`config.mk`:
```
export PLATFORM = sky130hd
export DESIGN_NAME = alu_iter_resp
export DESIGN_NICKNAME = d
export VERILOG_FILES = /design/src/rtl/alu_iter_resp.sv
export SDC_FILE = /design/constraint.sdc
export NUM_CORES = 1
export LEC_CHECK = 0
export CORE_ASPECT_RATIO = 2
export CORE_UTILIZATION = 30
export CTS_CLUSTER_DIAMETER = 80
export DETAILED_ROUTE_END_ITERATION = 6
export GPL_ROUTABILITY_DRIVEN = 0
export SLEW_MARGIN = 5
export SYNTH_ARGS = -nofsm -noshare
export SYNTH_HDL_FRONTEND = slang
export SYNTH_SLANG_ARGS = --single-unit
```
`constraint.sdc`:
```
create_clock -name clk -period 12.8 [get_ports clk]
set_input_delay 1.92 -clock clk [delete_from_list [all_inputs] [get_ports clk]]
set_output_delay 1.92 -clock clk [all_outputs]
set_load 0.05 [all_outputs]
```
`src/rtl/alu_iter_resp.sv`:
```
// alu_iter_resp: multi-cycle Y86 OPq ALU computing CHUNK_W-bit slices LSB first, with ZF/SF/OF.
// Optional ALU_FAST_LOGIC_EN: andq/xorq finish in a single compute cycle.
module alu_iter_resp #(
  parameter int CHUNK_W = 16
) (
  input  logic        clk,
  input  logic        rst,
  input  logic        in_valid,
  output logic        in_ready,
  input  logic [3:0]  in_ifun,
  input  logic [63:0] in_a,
  input  logic [63:0] in_b,
  output logic        out_valid,
  input  logic        out_ready,
  output logic [63:0] out_result,
  output logic        out_zf,
  output logic        out_sf,
  output logic        out_of,
  output logic        out_err
);
  localparam int NCHUNK = 64 / CHUNK_W;
  localparam int CW = (NCHUNK > 1) ? $clog2(NCHUNK) : 1;
  localparam logic [CW-1:0] LAST = CW'(NCHUNK - 1);
`ifdef ALU_FAST_LOGIC_EN
  localparam bit FAST = 1'b1;
`else
  localparam bit FAST = 1'b0;
`endif
  typedef enum logic [1:0] {IDLE, BUSY, DONE} state_t;
  state_t state_q, state_d;
  logic [CW-1:0] cnt_q, cnt_d;
  logic carry_q, carry_d;
  logic [3:0] ifun_q, ifun_d;
  logic [63:0] a_q, a_d, b_q, b_d, res_q, res_d;
  logic zf_q, zf_d, sf_q, sf_d, of_q, of_d, err_q, err_d;
  logic [CHUNK_W-1:0] a_sl, b_sl, sum, slice;
  logic [63:0] full, res_f;
  logic co, cin, bad, add, sub, fast, last;
  assign bad  = ifun_q[3] | ifun_q[2];
  assign add  = ifun_q == 4'd0;
  assign sub  = ifun_q == 4'd1;
  assign fast = FAST && !bad && ifun_q[1];
  assign last = bad || fast || cnt_q == LAST;
  assign a_sl = a_q[cnt_q*CHUNK_W +: CHUNK_W];
  assign b_sl = b_q[cnt_q*CHUNK_W +: CHUNK_W];
  // subq is b + ~a + 1: the +1 enters as carry-in of slice 0
  assign cin  = (cnt_q == '0) ? sub : carry_q;
  assign {co, sum} = {1'b0, b_sl} + {1'b0, sub ? ~a_sl : a_sl} + (CHUNK_W + 1)'(cin);
  assign slice = (ifun_q[1:0] == 2'd2) ? (a_sl & b_sl) : (ifun_q[1:0] == 2'd3) ? (a_sl ^ b_sl) : sum;
  always_comb begin
    full = res_q;
    full[cnt_q*CHUNK_W +: CHUNK_W] = slice;
  end
  assign res_f = bad ? 64'd0 : fast ? (ifun_q[0] ? (a_q ^ b_q) : (a_q & b_q)) : full;
  always_comb begin
    state_d = state_q;
    cnt_d   = cnt_q;
    carry_d = carry_q;
    ifun_d  = ifun_q;
    a_d     = a_q;
    b_d     = b_q;
    res_d   = res_q;
    zf_d    = zf_q;
    sf_d    = sf_q;
    of_d    = of_q;
    err_d   = err_q;
    case (state_q)
      IDLE: if (in_valid) begin
        state_d = BUSY;
        cnt_d   = '0;
        carry_d = 1'b0;
        ifun_d  = in_ifun;
        a_d     = in_a;
        b_d     = in_b;
        res_d   = '0;
        zf_d    = 1'b0;
        sf_d    = 1'b0;
        of_d    = 1'b0;
        err_d   = 1'b0;
      end
      BUSY: begin
        res_d   = res_f;
        carry_d = co;
        cnt_d   = cnt_q + CW'(1);
        if (last) begin
          state_d = DONE;
          zf_d    = !bad && res_f == 64'd0;
          sf_d    = res_f[63];
          of_d    = add ? (a_q[63] == b_q[63] && res_f[63] != a_q[63]) :
                    sub ? (a_q[63] != b_q[63] && res_f[63] != b_q[63]) : 1'b0;
          err_d   = bad;
        end
      end
      DONE: if (out_ready) state_d = IDLE;
      default: state_d = IDLE;
    endcase
  end
  always_ff @(posedge clk or posedge rst) begin
    if (rst) begin
      state_q <= IDLE;
      cnt_q   <= '0;
      carry_q <= 1'b0;
      ifun_q  <= '0;
      a_q     <= '0;
      b_q     <= '0;
      res_q   <= '0;
      zf_q    <= 1'b0;
      sf_q    <= 1'b0;
      of_q    <= 1'b0;
      err_q   <= 1'b0;
    end else begin
      state_q <= state_d;
      cnt_q   <= cnt_d;
      carry_q <= carry_d;
      ifun_q  <= ifun_d;
      a_q     <= a_d;
      b_q     <= b_d;
      res_q   <= res_d;
      zf_q    <= zf_d;
      sf_q    <= sf_d;
      of_q    <= of_d;
      err_q   <= err_d;
    end
  end
  assign in_ready   = state_q == IDLE;
  assign out_valid  = state_q == DONE;
  assign out_result = res_q;
  assign out_zf     = zf_q;
  assign out_sf     = sf_q;
  assign out_of     = of_q;
  assign out_err    = err_q;
endmodule

```
==> flow_summary_export.csv <==
group,metric,value,unit
worst_setup_path,crit_path_max_incr_delay,0.88,ns
clocking,clk_pin_slew,0.07,ns
pwr,power,4500,uW
clocking,clock-root-buffer,"clkbuf_16",
timing,rsz0062_at_grt,"no",
clocking,cts_setup_buffers,0,
run_status,status,"completed",
routing,drc_errors,0,
logic_synthesis,yosysSeqAreaShare,0.493,
pwr,power_density,330,nW/um^2
timing,relSlewSlack,0.210,
run,drv_cap,0,
timing,hold_viol_final,0,
global_routing,grt_pass1_wl,51.5,mm
logic_synthesis,synth.distinct_cells,68,
logic_synthesis,yosys_most_used_dff,"dfrtp_1",
worst_setup_path,critPathBufInv,2,
routing,routed_via_density,5.24,
clocking,hold_buffers,0,
logic_synthesis,yosysTopAreaCell,"dfrtp_1",
worst_setup_path,critical_path.max_fanout,29,
finish,drive_gt1_frac,0.224,
timing,finalCritPeriodShare,0.392,
worst_setup_path,crit_family,"compound AO/OA/AOI/OAI gates",
logic_synthesis,synthesis.nets,1014,
timing,fmax,199,MHz
worst_setup_path,path_class,"register to register",
timing,tightest_slew,1.18,ns
global_routing,grt_max_degree,83,
logic_synthesis,synth_top_area_frac,0.493,
pwr,p_leak,0.00559,uW
routing,postRouteWirelength,34.4,mm
floorplanning,rows,96,
floorplanning,dieArea,35400,um^2
clocking,numCtsBuffers,20,
finish,area_delta_synth_final,31.2,%
logic_synthesis,netlist_top_cells_area,"dfrtp_1 49%, mux2_2 15%, mux4_2 6.9%",
clocking,ctsLongestPathBuffers,3,
worst_setup_path,crit_required,13.20,ns
timing,tns,0,ns
logic_synthesis,syn_area,10400,um^2
worst_setup_path,slowest_stage,"and3_1",
clocking,htreeDepth,1,
global_routing,grt_pass1_vias,8379,
timing,drv_slew,0,
global_routing,track_usage,0.198,
clocking,clkLatencyLatePin,0.52,ns
finish,fin_nets,1211,
routing,drtAntennaViolNets,0,
clocking,cts_resized,0,
global_routing,grt-ovfl-total,0,
logic_synthesis,synth_seq_cells,205,
timing,whs,0.494,ns
routing,dr.pass1.iters,7,
min_path,min_path_type,"register to register",
routing,route.vias.total,7839,
floorplanning,die_h,265,um
timing,worst_clock_skew,0.0163,ns
worst_setup_path,cp.arrival,5.42,ns
logic_synthesis,syn_inst,841,
worst_setup_path,worst_setup_path_end_kind,"register",
clocking,cts_tree,"done",
logic_synthesis,ys.warnings.count,0,
floorplanning,initial_core_util,0.304,
routing,routedWlPerCell,23.0,um
timing,fin_crit,5.02,ns
worst_setup_path,path_cells,"buf_4, inv_1, and3_1, xor2_1, fa_1, fa_1, a211oi_2, o211a_1, nor2_1, xnor2_1, o21ai_0, a22oi_1, o21ai_0, nor4b_1, a22o_1",
floorplanning,coreArea,34200,um^2
floorplanning,die_w,134,um
global_routing,antenna_found_initial,5,
placement,dp_hpwl,26.7,mm
pwr,peakVddDrop,0.172,mV
logic_synthesis,synth_edf_count,0,
timing,final-setup-viol-count,0,
clocking,clock-sinks,205,
floorplanning,pin_count,206,
routing,drt_iter0_markers,549,
worst_setup_path,critPathLaunchType,"register",
logic_synthesis,synthArstFlopShare,1.00,
logic_synthesis,avgSynthCellArea,12.4,um^2
placement,port_buffers,205,
-- per-layer routing --
metal  global-route usage  up-vias  part of all wire
met2                0.377      321              0.56
li1                     -     3516                 -
met1                0.189     3885              0.31
met3               0.0229      117             0.040
met5                    0        -                 0
met4                0.155        0             0.082
-- cells by family (layout without fill, tap and decap cells) --
group,after synthesis,count (layout),synth area share
muxes,181,181,0.230
and+or+nand+nor,163,163,0.0731
buffers and inverters,57,266,0.0233
other,0,4,0
xor gates and xnor gates,28,28,0.0236
DFF,205,205,0.493
adders and majority gates,37,37,0.0460
AOI/OAI and AO/OA,170,170,0.111
-- worst min-delay path, stage by stage (launching register included) --
cell,delay [ns]
dfrtp_1,0.35
nand2_1,0.05
nand2_1,0.05
-- registers in the layout (all words and copies together), names as in the netlist --
register    cells
out_sf          1
out_zf          1
b_q            64
a_q            64
out_result     64
out_err         1
ifun_q          4
out_of          1
state_q         2
carry_q         1
cnt_q           2
-- area by class of cell --
class | instances | area (um^2)
tap | 441 | 552
clock buffer | 24 | 546
inverter | 14 | 62.6
sequential | 205 | 5130
fill | 3286 | 20600
clock inverter | 10 | 164
timing repair buffer | 218 | 2150
multi-input combinational | 579 | 5030
antenna | 4 | 10.0
-- final timing paths --
| path | to | slack [ns] | depth (start not counted) | from |
|---|---|---|---|---|
| setup / recovery | out_zf | 7.78 | 15 | ifun_q[1] |
| hold / removal | out_sf | 0.49 | 2 | out_sf |
| setup reg to reg | out_zf | 7.78 | 15 | ifun_q[1] |
| hold reg to reg | out_sf | 0.49 | 2 | out_sf |
| max in group asynchronous | cnt_q[1] | 9.63 | 3 | rst |
| min in group asynchronous | b_q[3] | 1.84 | 2 | rst |
-- cell usage in the layout, fill, tap and decap left out, types with 3 or more instances in the layout --
cell type	instances
nand2b_1	5
a22o_1	36
dfrtp_1	203
mux4_2	32
nand3_1	5
inv_1	10
o21ai_1	11
o21bai_1	3
xnor2_1	8
diode_2	4
or2_2	3
a21oi_1	25
nor3_1	5
a31oi_1	4
mux2_2	139
or4_1	4
bufinv_16	4
clkbuf_16	20
clkbuf_8	3
o21a_1	4
clkdlybuf4s50_1	205
nand4_1	4
mux2i_1	10
o21ai_0	50
buf_4	13
o211ai_1	5
clkinv_2	4
ha_1	35
nor2_1	38
o22ai_1	5
or3_1	3
nor4_1	9
xor2_1	20
nand2_1	70
-- synthesized netlist by cell type (2+ instances only) --
master and n:
buf_2 6, clkbuf_1 31, o211ai_1 5, xnor2_1 8
o21ai_0 51, nand4_1 4, nand2b_1 5, nor3_1 5
fa_1 2, a31oi_1 4, a22o_1 36, nand3_1 5
mux4_2 32, buf_6 2, nor4_1 9, and3_1 2
mux2_2 139, a21oi_1 25, a211oi_2 2, or4_1 4
a32oi_1 2, a21o_1 2, a22oi_1 2, ha_1 35
o22ai_1 5, inv_1 11, inv_2 2, xor2_1 20
o21ai_1 10, or3_1 3, or2_1 2, o21bai_1 3
o31ai_1 2, nand2_1 70, or2_2 3, buf_1 3
and2_1 3, mux2i_1 10, nor2_1 38, dfrtp_1 205
nor2b_1 2, o21a_1 4, a221oi_1 2
-- report_power, final --
group	total, uW	switching (uW)	internal, uW
Combinational	2840	1720	1120
Sequential	1020	132	884
Clock	643	258	385
-- through the flow --
| step | worst slack [ns] | area, um^2 | util | cells |
|---|---|---|---|---|
| after floorplan | 5.28 | 10400 | - | 841 |
| after global placement | 7.93 | 12900 | 0.377 | 1457 |
| after detailed placement | 7.84 | 12900 | 0.377 | 1457 |
| after CTS | 7.82 | 13600 | 0.398 | 1491 |
| after global routing | 7.35 | 13600 | 0.399 | 1495 |
| final | 7.78 | 13600 | 0.399 | 1495 |
Note: power is estimated with default switching activity, not from simulation.
